==> config.mk <==
export PLATFORM = sky130hd
export DESIGN_NAME = wb_commit_stage
export DESIGN_NICKNAME = d
export VERILOG_FILES = /design/src/rtl/wb_commit_stage_pkg.sv /design/src/rtl/wb_regfile.sv /design/src/rtl/wb_commit_stage.sv
export SDC_FILE = /design/constraint.sdc
export NUM_CORES = 2
export LEC_CHECK = 0
export CELL_PAD_IN_SITES_DETAIL_PLACEMENT = 1
export CELL_PAD_IN_SITES_GLOBAL_PLACEMENT = 2
export CORE_ASPECT_RATIO = 1.75
export CORE_MARGIN = 2
export CORE_UTILIZATION = 47
export CTS_BUF_LIST = sky130_fd_sc_hd__clkbuf_4 sky130_fd_sc_hd__clkbuf_8
export CTS_CLUSTER_DIAMETER = 80
export DETAILED_ROUTE_END_ITERATION = 7
export PLACE_DENSITY = 0.81
export SYNTH_ARGS = -nofsm -noshare
export SYNTH_HDL_FRONTEND = slang
export SYNTH_SLANG_ARGS = --single-unit
==> constraint.sdc <==
create_clock -name clk -period 8.71 [get_ports clk]
set_clock_uncertainty 0.1 [all_clocks]
set_input_delay 1.3065 -clock clk [delete_from_list [all_inputs] [get_ports clk]]
set_output_delay 1.3065 -clock clk [all_outputs]
set_load 0.005 [all_outputs]
==> src/rtl/wb_commit_stage_pkg.sv <==
// Shared widths, WB occupancy states and the register-write qualifier for the WB commit slice.
package wb_commit_stage_pkg;

    localparam int XLEN_DEF    = 64;
    localparam int NREG_DEF    = 32;
    localparam int CNT_W_DEF   = 64;
    localparam int REG_ADDR_W  = 5;
    localparam int INST_TYPE_W = 5;

    typedef enum logic {
        WB_EMPTY = 1'b0,
        WB_HELD  = 1'b1
    } wb_state_e;

    // x0 is hard-wired to zero, so a write aimed at it never reaches the array.
    function automatic logic rf_write_en(input logic rd_wen, input logic [REG_ADDR_W-1:0] rd_addr);
        return rd_wen && (rd_addr != '0);
    endfunction

endpackage

==> src/rtl/wb_regfile.sv <==
// Architectural register file: 1 write port, 2 async read ports, x0 reads as zero.
// Define WB_BYPASS_EN to forward the committing write to the read ports in the same cycle.
module wb_regfile
    import wb_commit_stage_pkg::*;
#(
    parameter int XLEN = XLEN_DEF,
    parameter int NREG = NREG_DEF
) (
    input  logic                  clk,
    input  logic                  rst,
    input  logic                  wen,
    input  logic [REG_ADDR_W-1:0] waddr,
    input  logic [XLEN-1:0]       wdata,
    input  logic [REG_ADDR_W-1:0] rs1_addr,
    input  logic [REG_ADDR_W-1:0] rs2_addr,
    output logic [XLEN-1:0]       rs1_data,
    output logic [XLEN-1:0]       rs2_data
);

    logic [XLEN-1:0] rf_q [NREG];

    always_ff @(posedge clk) begin
        if (!rst) begin
            for (int i = 0; i < NREG; i++) begin
                rf_q[i] <= '0;
            end
        end else if (rf_write_en(wen, waddr)) begin
            rf_q[waddr] <= wdata;
        end
    end

    always_comb begin
        rs1_data = '0;
        if (rs1_addr != '0) begin
            rs1_data = rf_q[rs1_addr];
`ifdef WB_BYPASS_EN
            if (rf_write_en(wen, waddr) && (waddr == rs1_addr)) begin
                rs1_data = wdata;
            end
`endif
        end
    end

    always_comb begin
        rs2_data = '0;
        if (rs2_addr != '0) begin
            rs2_data = rf_q[rs2_addr];
`ifdef WB_BYPASS_EN
            if (rf_write_en(wen, waddr) && (waddr == rs2_addr)) begin
                rs2_data = wdata;
            end
`endif
        end
    end

endmodule

==> src/rtl/wb_commit_stage.sv <==
// Write-back stage: accepts EXE results, holds one instruction, commits it to the register file
// and counts retirements. Optional same-cycle read forwarding is enabled by defining WB_BYPASS_EN.
module wb_commit_stage
    import wb_commit_stage_pkg::*;
#(
    parameter int XLEN  = XLEN_DEF,
    parameter int NREG  = NREG_DEF,
    parameter int CNT_W = CNT_W_DEF
) (
    input  logic                   clk,
    input  logic                   rst,
    input  logic                   ex_valid,
    output logic                   ex_ready,
    input  logic                   ex_rd_wen,
    input  logic [REG_ADDR_W-1:0]  ex_rd_addr,
    input  logic [XLEN-1:0]        ex_rd_data,
    input  logic [INST_TYPE_W-1:0] ex_inst_type,
    input  logic [XLEN-1:0]        ex_pc,
    input  logic                   wb_stall,
    input  logic                   flush,
    input  logic [REG_ADDR_W-1:0]  rs1_addr,
    input  logic [REG_ADDR_W-1:0]  rs2_addr,
    output logic [XLEN-1:0]        rs1_data,
    output logic [XLEN-1:0]        rs2_data,
    output logic                   commit_valid,
    output logic [XLEN-1:0]        commit_pc,
    output logic [INST_TYPE_W-1:0] commit_inst_type,
    output logic [CNT_W-1:0]       instret
);

    wb_state_e              state_q, state_d;
    logic                   wb_valid;
    logic                   accept;
    logic                   wb_rd_wen_q;
    logic [REG_ADDR_W-1:0]  wb_rd_addr_q;
    logic [XLEN-1:0]        wb_rd_data_q;
    logic [INST_TYPE_W-1:0] wb_inst_type_q;
    logic [XLEN-1:0]        wb_pc_q;
    logic [CNT_W-1:0]       instret_q;

    assign wb_valid = (state_q == WB_HELD);

    always_ff @(posedge clk) begin
        if (!rst) begin
            state_q <= WB_EMPTY;
        end else begin
            state_q <= state_d;
        end
    end

    // A held slot can take a new instruction only in the cycle it commits (back-to-back flow).
    always_comb begin
        state_d      = state_q;
        ex_ready     = 1'b0;
        commit_valid = 1'b0;
        accept       = 1'b0;

        ex_ready     = rst & ~flush & (~wb_valid | ~wb_stall);
        commit_valid = rst & wb_valid & ~wb_stall & ~flush;
        accept       = ex_valid & ex_ready;

        case (state_q)
            WB_EMPTY: begin
                if (accept) state_d = WB_HELD;
            end
            WB_HELD: begin
                if (flush) begin
                    state_d = WB_EMPTY;
                end else if (commit_valid && !accept) begin
                    state_d = WB_EMPTY;
                end
            end
            default: state_d = WB_EMPTY;
        endcase
    end

    always_ff @(posedge clk) begin
        if (!rst) begin
            wb_rd_wen_q    <= 1'b0;
            wb_rd_addr_q   <= '0;
            wb_rd_data_q   <= '0;
            wb_inst_type_q <= '0;
            wb_pc_q        <= '0;
        end else if (accept) begin
            wb_rd_wen_q    <= ex_rd_wen;
            wb_rd_addr_q   <= ex_rd_addr;
            wb_rd_data_q   <= ex_rd_data;
            wb_inst_type_q <= ex_inst_type;
            wb_pc_q        <= ex_pc;
        end
    end

    // Retirement counter wraps naturally at 2^CNT_W; writes to x0 still count.
    always_ff @(posedge clk) begin
        if (!rst) begin
            instret_q <= '0;
        end else if (commit_valid) begin
            instret_q <= instret_q + 1'b1;
        end
    end

    assign instret          = instret_q;
    assign commit_pc        = wb_valid ? wb_pc_q : '0;
    assign commit_inst_type = wb_valid ? wb_inst_type_q : '0;

    wb_regfile #(
        .XLEN (XLEN),
        .NREG (NREG)
    ) u_rf (
        .clk      (clk),
        .rst      (rst),
        .wen      (commit_valid & wb_rd_wen_q),
        .waddr    (wb_rd_addr_q),
        .wdata    (wb_rd_data_q),
        .rs1_addr (rs1_addr),
        .rs2_addr (rs2_addr),
        .rs1_data (rs1_data),
        .rs2_data (rs2_data)
    );

endmodule

# Yosys cells after proc, flatten, opt, wreduce, memory -nomap -nowiden
# Memory sizes are Yosys's and may differ from the RTL's.
# Index checks and enable logic that the tools add are counted.
[classes]
n_addsub = 1
n_mul = 0
n_div = 0
n_lt_le_gt_ge = 0
eq_ne = 0
shifts = 0
mux = 15
bitwise = 11
n_reduce_logical = 7
[op_table]
columns = ["operator", "count"]
rows = [
  ["64-bit two-way mux", 4],
  ["64-bit by 1-bit adder with 64-bit output, second input constant", 1],
  ["64-bit OR reduction", 1],
  ["5-bit nonzero test", 3],
  ["5-bit two-way mux", 2],
  ["1-bit two-way mux", 8],
  ["1-bit AND", 7],
  ["1-bit NOT", 3],
  ["1-bit logical AND", 2],
  ["1-bit case mux with 2 select lines", 1],
  ["1-bit logical NOT", 1],
  ["1-bit OR", 1],
]
[totals]
register_bits = 204
latch_bits = 0
mem_bits_rw = 2048
rom_bits = 0
input_bits = 154
out_inout_bits = 263
elab_cells = 42
n_memories = 1
[memory_table]
columns = ["memory", "words", "width", "read_ports", "rd_clocked_by_memory_dff", "wr", "line_no", "text"]
rows = [
  ["u_rf.rf_q", 32, 64, 2, 0, 32, "wb_regfile.sv:20", "logic [XLEN-1:0] rf_q [NREG];"],
]

# Logic depth before layout (Yosys ltp)
[depth]
ltp_word = 10
mapped_depth = 10
depth_no_buf = 6

# Hierarchy
# Synthesis repeated with hierarchy kept, for this count alone.
[hier_totals]
cells_unflattened = 8092
area_unflattened_um2 = 116496.7
[by_module_without_submodules]
columns = ["module", "n_inst", "cells_each", "area_each_um2", "seq_area_each_um2"]
rows = [
  ["wb_regfile", 1, 7028, 108126.2, 61499.0],
  ["wb_commit_stage", 1, 1064, 8370.5, 4083.9],
]

# Worst setup path before layout
# Ideal clock, no wire load.
[synth_path]
kind = "in2reg"
start = "input wb_stall"
end = "memory u_rf.rf_q[24][0] (netlist bit), enable pin"
setup_ps = 575
arrival_ps = 6977
t_required_ps = 8035
setup_slack_ps = 1058
stages = 6
path_buffers = 1
path_cell_list = "nand4bb_4 -> inv_2 -> nand2_1 -> or4b_4 -> buf_6 -> o21ai_0"
[synth_rtl]
columns = ["element", "line_no", "text"]
rows = [
  ["start: declaration", "wb_commit_stage.sv:19", "input logic wb_stall,"],
  ["end: declaration", "wb_regfile.sv:20", ""],
]

# Final worst setup path
[layout_path]
start = "input rs1_addr[1]"
end = "output rs1_data[23]"
[layout_between]
elab_chain_len = 2
elab_cells_between_ends = 3
classes_between = "mux (1); reduce/logical (1); memory (1)"
[layout_lines]
columns = ["element", "line_no", "text"]
rows = [
  ["start: declaration", "wb_commit_stage.sv:21", "input logic [REG_ADDR_W-1:0] rs1_addr,"],
  ["memory 32 x 64 bit or 5-bit nonzero test (tied branches)", "-", ""],
  ["64-bit two-way mux (*)", "wb_regfile.sv:34", "if (rs1_addr != '0) begin"],
  ["end: declaration", "wb_commit_stage.sv:23", "output logic [XLEN-1:0] rs1_data,"],
]
# Mark *: on every way between the ends. The rest lies on a longest branch, timed or not.

==> summary.md <==
| Metric | Value |
|---|---|
| Clock sinks | 2250 |
| Max IR drop VDD | 0.0001205 V |
| Failing checks | capacitance limit, slew limit |
| Post-layout worst setup margin | 1.786 ns |
| Clk slew on worst S/H paths | 0.06 ns |
| H-tree depth | 5 |
| Final ANT Viol Nets | 0 |
| Layout area overhead | 12.49% |
| Gr ovfl total | 0 |
| Status | finished, violations left |
| Leakage | 46.64 nW |
| First DRT Iteration DRCs | 12760 |
| Ys Warns | 0 |
| DRC violations left | 0 |
| Wire per inst | 40.52 µm |
| Critical Path Most Common Cell | buf_4 |
| Gates resized, CTS repair | 0 |
| CTS tree | built |
| Die width | 379.4 µm |
| Max incr delay on CP | 1.10 ns |
| Endpoints failing hold | 0 |
| Chip height | 660.9 µm |
| Critical path data required time | 7.30 ns |
| Most used DFF post-synth | edfxtp_1 |
| Die area | 250700 µm² |
| Post-synth EDFFs | 2046 |
| Post-route clock period utilization | 79.49% |
| Most frequent cells in the layout | and2_1, edfxtp_1, mux4_2, nand2_1, clkdlybuf4s50_1 |
| Met2 Use GR | 60.33% |
| Total track usage | 37.75% |
| Postcts setup bufs | 0 |
| Kind of end point of the critical path | output port |
| Setup CP Type | input pin to output port |
| Register area share after synthesis | 56.54% |
| Met3 GRT Util | 10.48% |
| Post-Syn Area | 115900 µm² |
| DRT Wirelength | 474900 µm |
| Max-cap violations | 1 |
| Async set-reset flop share out of synthesis | 0% |
| Cts hold-fix bufs | 0 |
| Crit path cell chain | buf_8, nor2_1, a21oi_1, buf_4, nand2b_4, buf_4, o22ai_1, a21o_1, clkdlybuf4s50_1 |
| Startpoint Class | input pin |
| Global-route wire length before repair | 653600 µm |
| Placement Cell Area | 123700 µm² |
| Max-slew headroom | -2.256% |
| Fraction of layout cells with a size suffix above 1 | 22.67% |
| Gpl congestion | 0.8510 |
| Nets | 8305 |
| Initial antenna violation count | 73 |
| Largest net degree at the start of global routing | 109 |
| Count of cell types in the netlist | 68 |
| FP Rows | 241 |
| Core box area | 245800 µm² |
| Top Ports | 417 |
| Fill cells | 23370 |
| Finished Cell Area | 130400 µm² |
| Power per Cell Area | 184.7 nW/µm² |
| RSZ-0062 raised after global routing | false |
| Post-Route Setup TNS | 0 ns |
| Clock root cell | clkbuf_8 |
| Synth top area cells | edfxtp_1, mux4_2, and2_1, dfxtp_1, mux2i_1 |
| DP Worst Slack | 2.046 ns |
| Avg Synthesized Cell Area | 14.64 µm² |
| Vias in the first global route | 84850 |
| Initial Util | 47.16% |
| Via-to-Cell Ratio | 6.892 |
| Synth Register Bits | 2250 |
| Class of the worst hold path | register to register |
| Busiest grt layer | met2 |
| Commonest non-fill, non-tap cell in the layout | and2_1 |
| Cells after Synth | 7916 |
| Worst path arrival time | 5.52 ns |
| Vias | 80780 |
| CP max-delay cell | nor2_1 |
| Final setup viols | 0 |
| Finished Layout Cells | 11720 |
| CTS buffer count | 351 |
| I/O Buffers | 416 |
| Final Slew Violations | 25 |
| Clock Latency Late Sink | 1.03 ns |
| Period minus WS final | 6.924 ns |
| Initial DRT Pass Iterations | 8 |
| Met1 usage | 45.30% |
| Final HPWL DP | 266200 µm |
| Max FO, Critical Path | 46 |
| Clock Tree Buf Depth | 4 |
| Placed cells | 11080 |
| Top-area cell type share of the netlist area | 53.01% |
| Worst slew pin tran | 1.530 ns |
| Max Freq | 144.4 MHz |
| Largest area contributor in the netlist | edfxtp_1 |
==> kinds of logic (layout without fill, tap and decap cells) <==
kind of cell	after synthesis	count (layout)	synth area share, %
AOI/OAI and AO/OA	720	720	4.056
xor gates and xnor gates	36	36	0.2721
adders and majority gates	1	1	0.01079
buffers and inverters	832	1272	2.931
DFF	2250	2250	56.54
muxes	1324	1324	22.25
other	1	85	0.003236
and+or+nand+nor	2752	2752	13.94
==> cell type report <==
type / instances / area, µm² / share of cell area, %
timing repair buffer: 630 / 6128 / 4.701
antenna: 23 / 57.56 / 0.04415
tap: 3280 / 4104 / 3.148
clock buffer: 482 / 5914 / 4.537
multi-input combinational: 4895 / 47830 / 36.69
sequential: 2250 / 65520 / 50.26
inverter: 22 / 90.09 / 0.06910
clock inverter: 138 / 721.9 / 0.5538
==> final timing paths <==
path                                          startpoint                             end  slack, ns  depth (start not counted)
worst min-delay path            wb_pc_q[35]$_SDFFE_PN0P_        wb_pc_q[35]$_SDFFE_PN0P_       0.35                          2
worst max-delay path                         rs1_addr[1]                    rs1_data[23]       1.79                          9
worst min register to register  wb_pc_q[35]$_SDFFE_PN0P_        wb_pc_q[35]$_SDFFE_PN0P_       0.35                          2
worst max register to register        state_q$_SDFF_PN0_  u_rf.rf_q[8][26]$_SDFFCE_PN0P_       4.07                          8
==> cells in the mapped netlist, drive strengths merged, types with 104 or more instances <==
cell type / count
edfxtp: 2046
nor2: 104
clkbuf: 549
a22oi: 168
o22ai: 120
a21oi: 184
dfxtp: 204
mux4: 1000
and2: 2064
buf: 261
nand2: 412
mux2i: 310
==> registers in the layout, indices dropped and copies added, names as in the netlist <==
signal and cells:
wb_pc_q 64, wb_rd_data_q 64, u_rf.rf_q 2046, wb_rd_addr_q 5
wb_rd_wen_q 1, wb_inst_type_q 5, instret 64, state_q 1
==> power by group <==
group / internal, mW / switching, mW / total [mW] / leakage, nW
clock: 4.48 / 4.49 / 8.97 / 3.54
sequential: 12.1 / 0.277 / 12.4 / 22.7
combinational: 1.09 / 1.62 / 2.71 / 20.4
total: 17.7 / 6.38 / 24.1 / 46.6
==> routing by layer <==
metal	vias up	wire length (µm)
li1	30480	-
met1	42110	155500
met2	6492	224700
met3	1663	61160
met4	26	33360
met5	-	175
==> worst max-delay path, delay by kind of cell <==
family | cells | cell delay (ns)
buffers and inverters | 4 | 1.51
AOI/OAI and AO/OA | 3 | 0.68
and+or+nand+nor | 2 | 1.93
==> stage by stage <==
step | util, % | hold WS [ns] | power (mW)
floorplan | - | 0.3317 | 14.02
global placement | 50.32 | 0.3378 | 15.18
detailed placement | 50.32 | 0.3456 | 15.26
CTS | 53.03 | 0.3545 | 24.08
global route | 53.03 | 0.3739 | 24.60
finish | 53.05 | 0.3530 | 24.07
(Power assumes the default switching activity.)
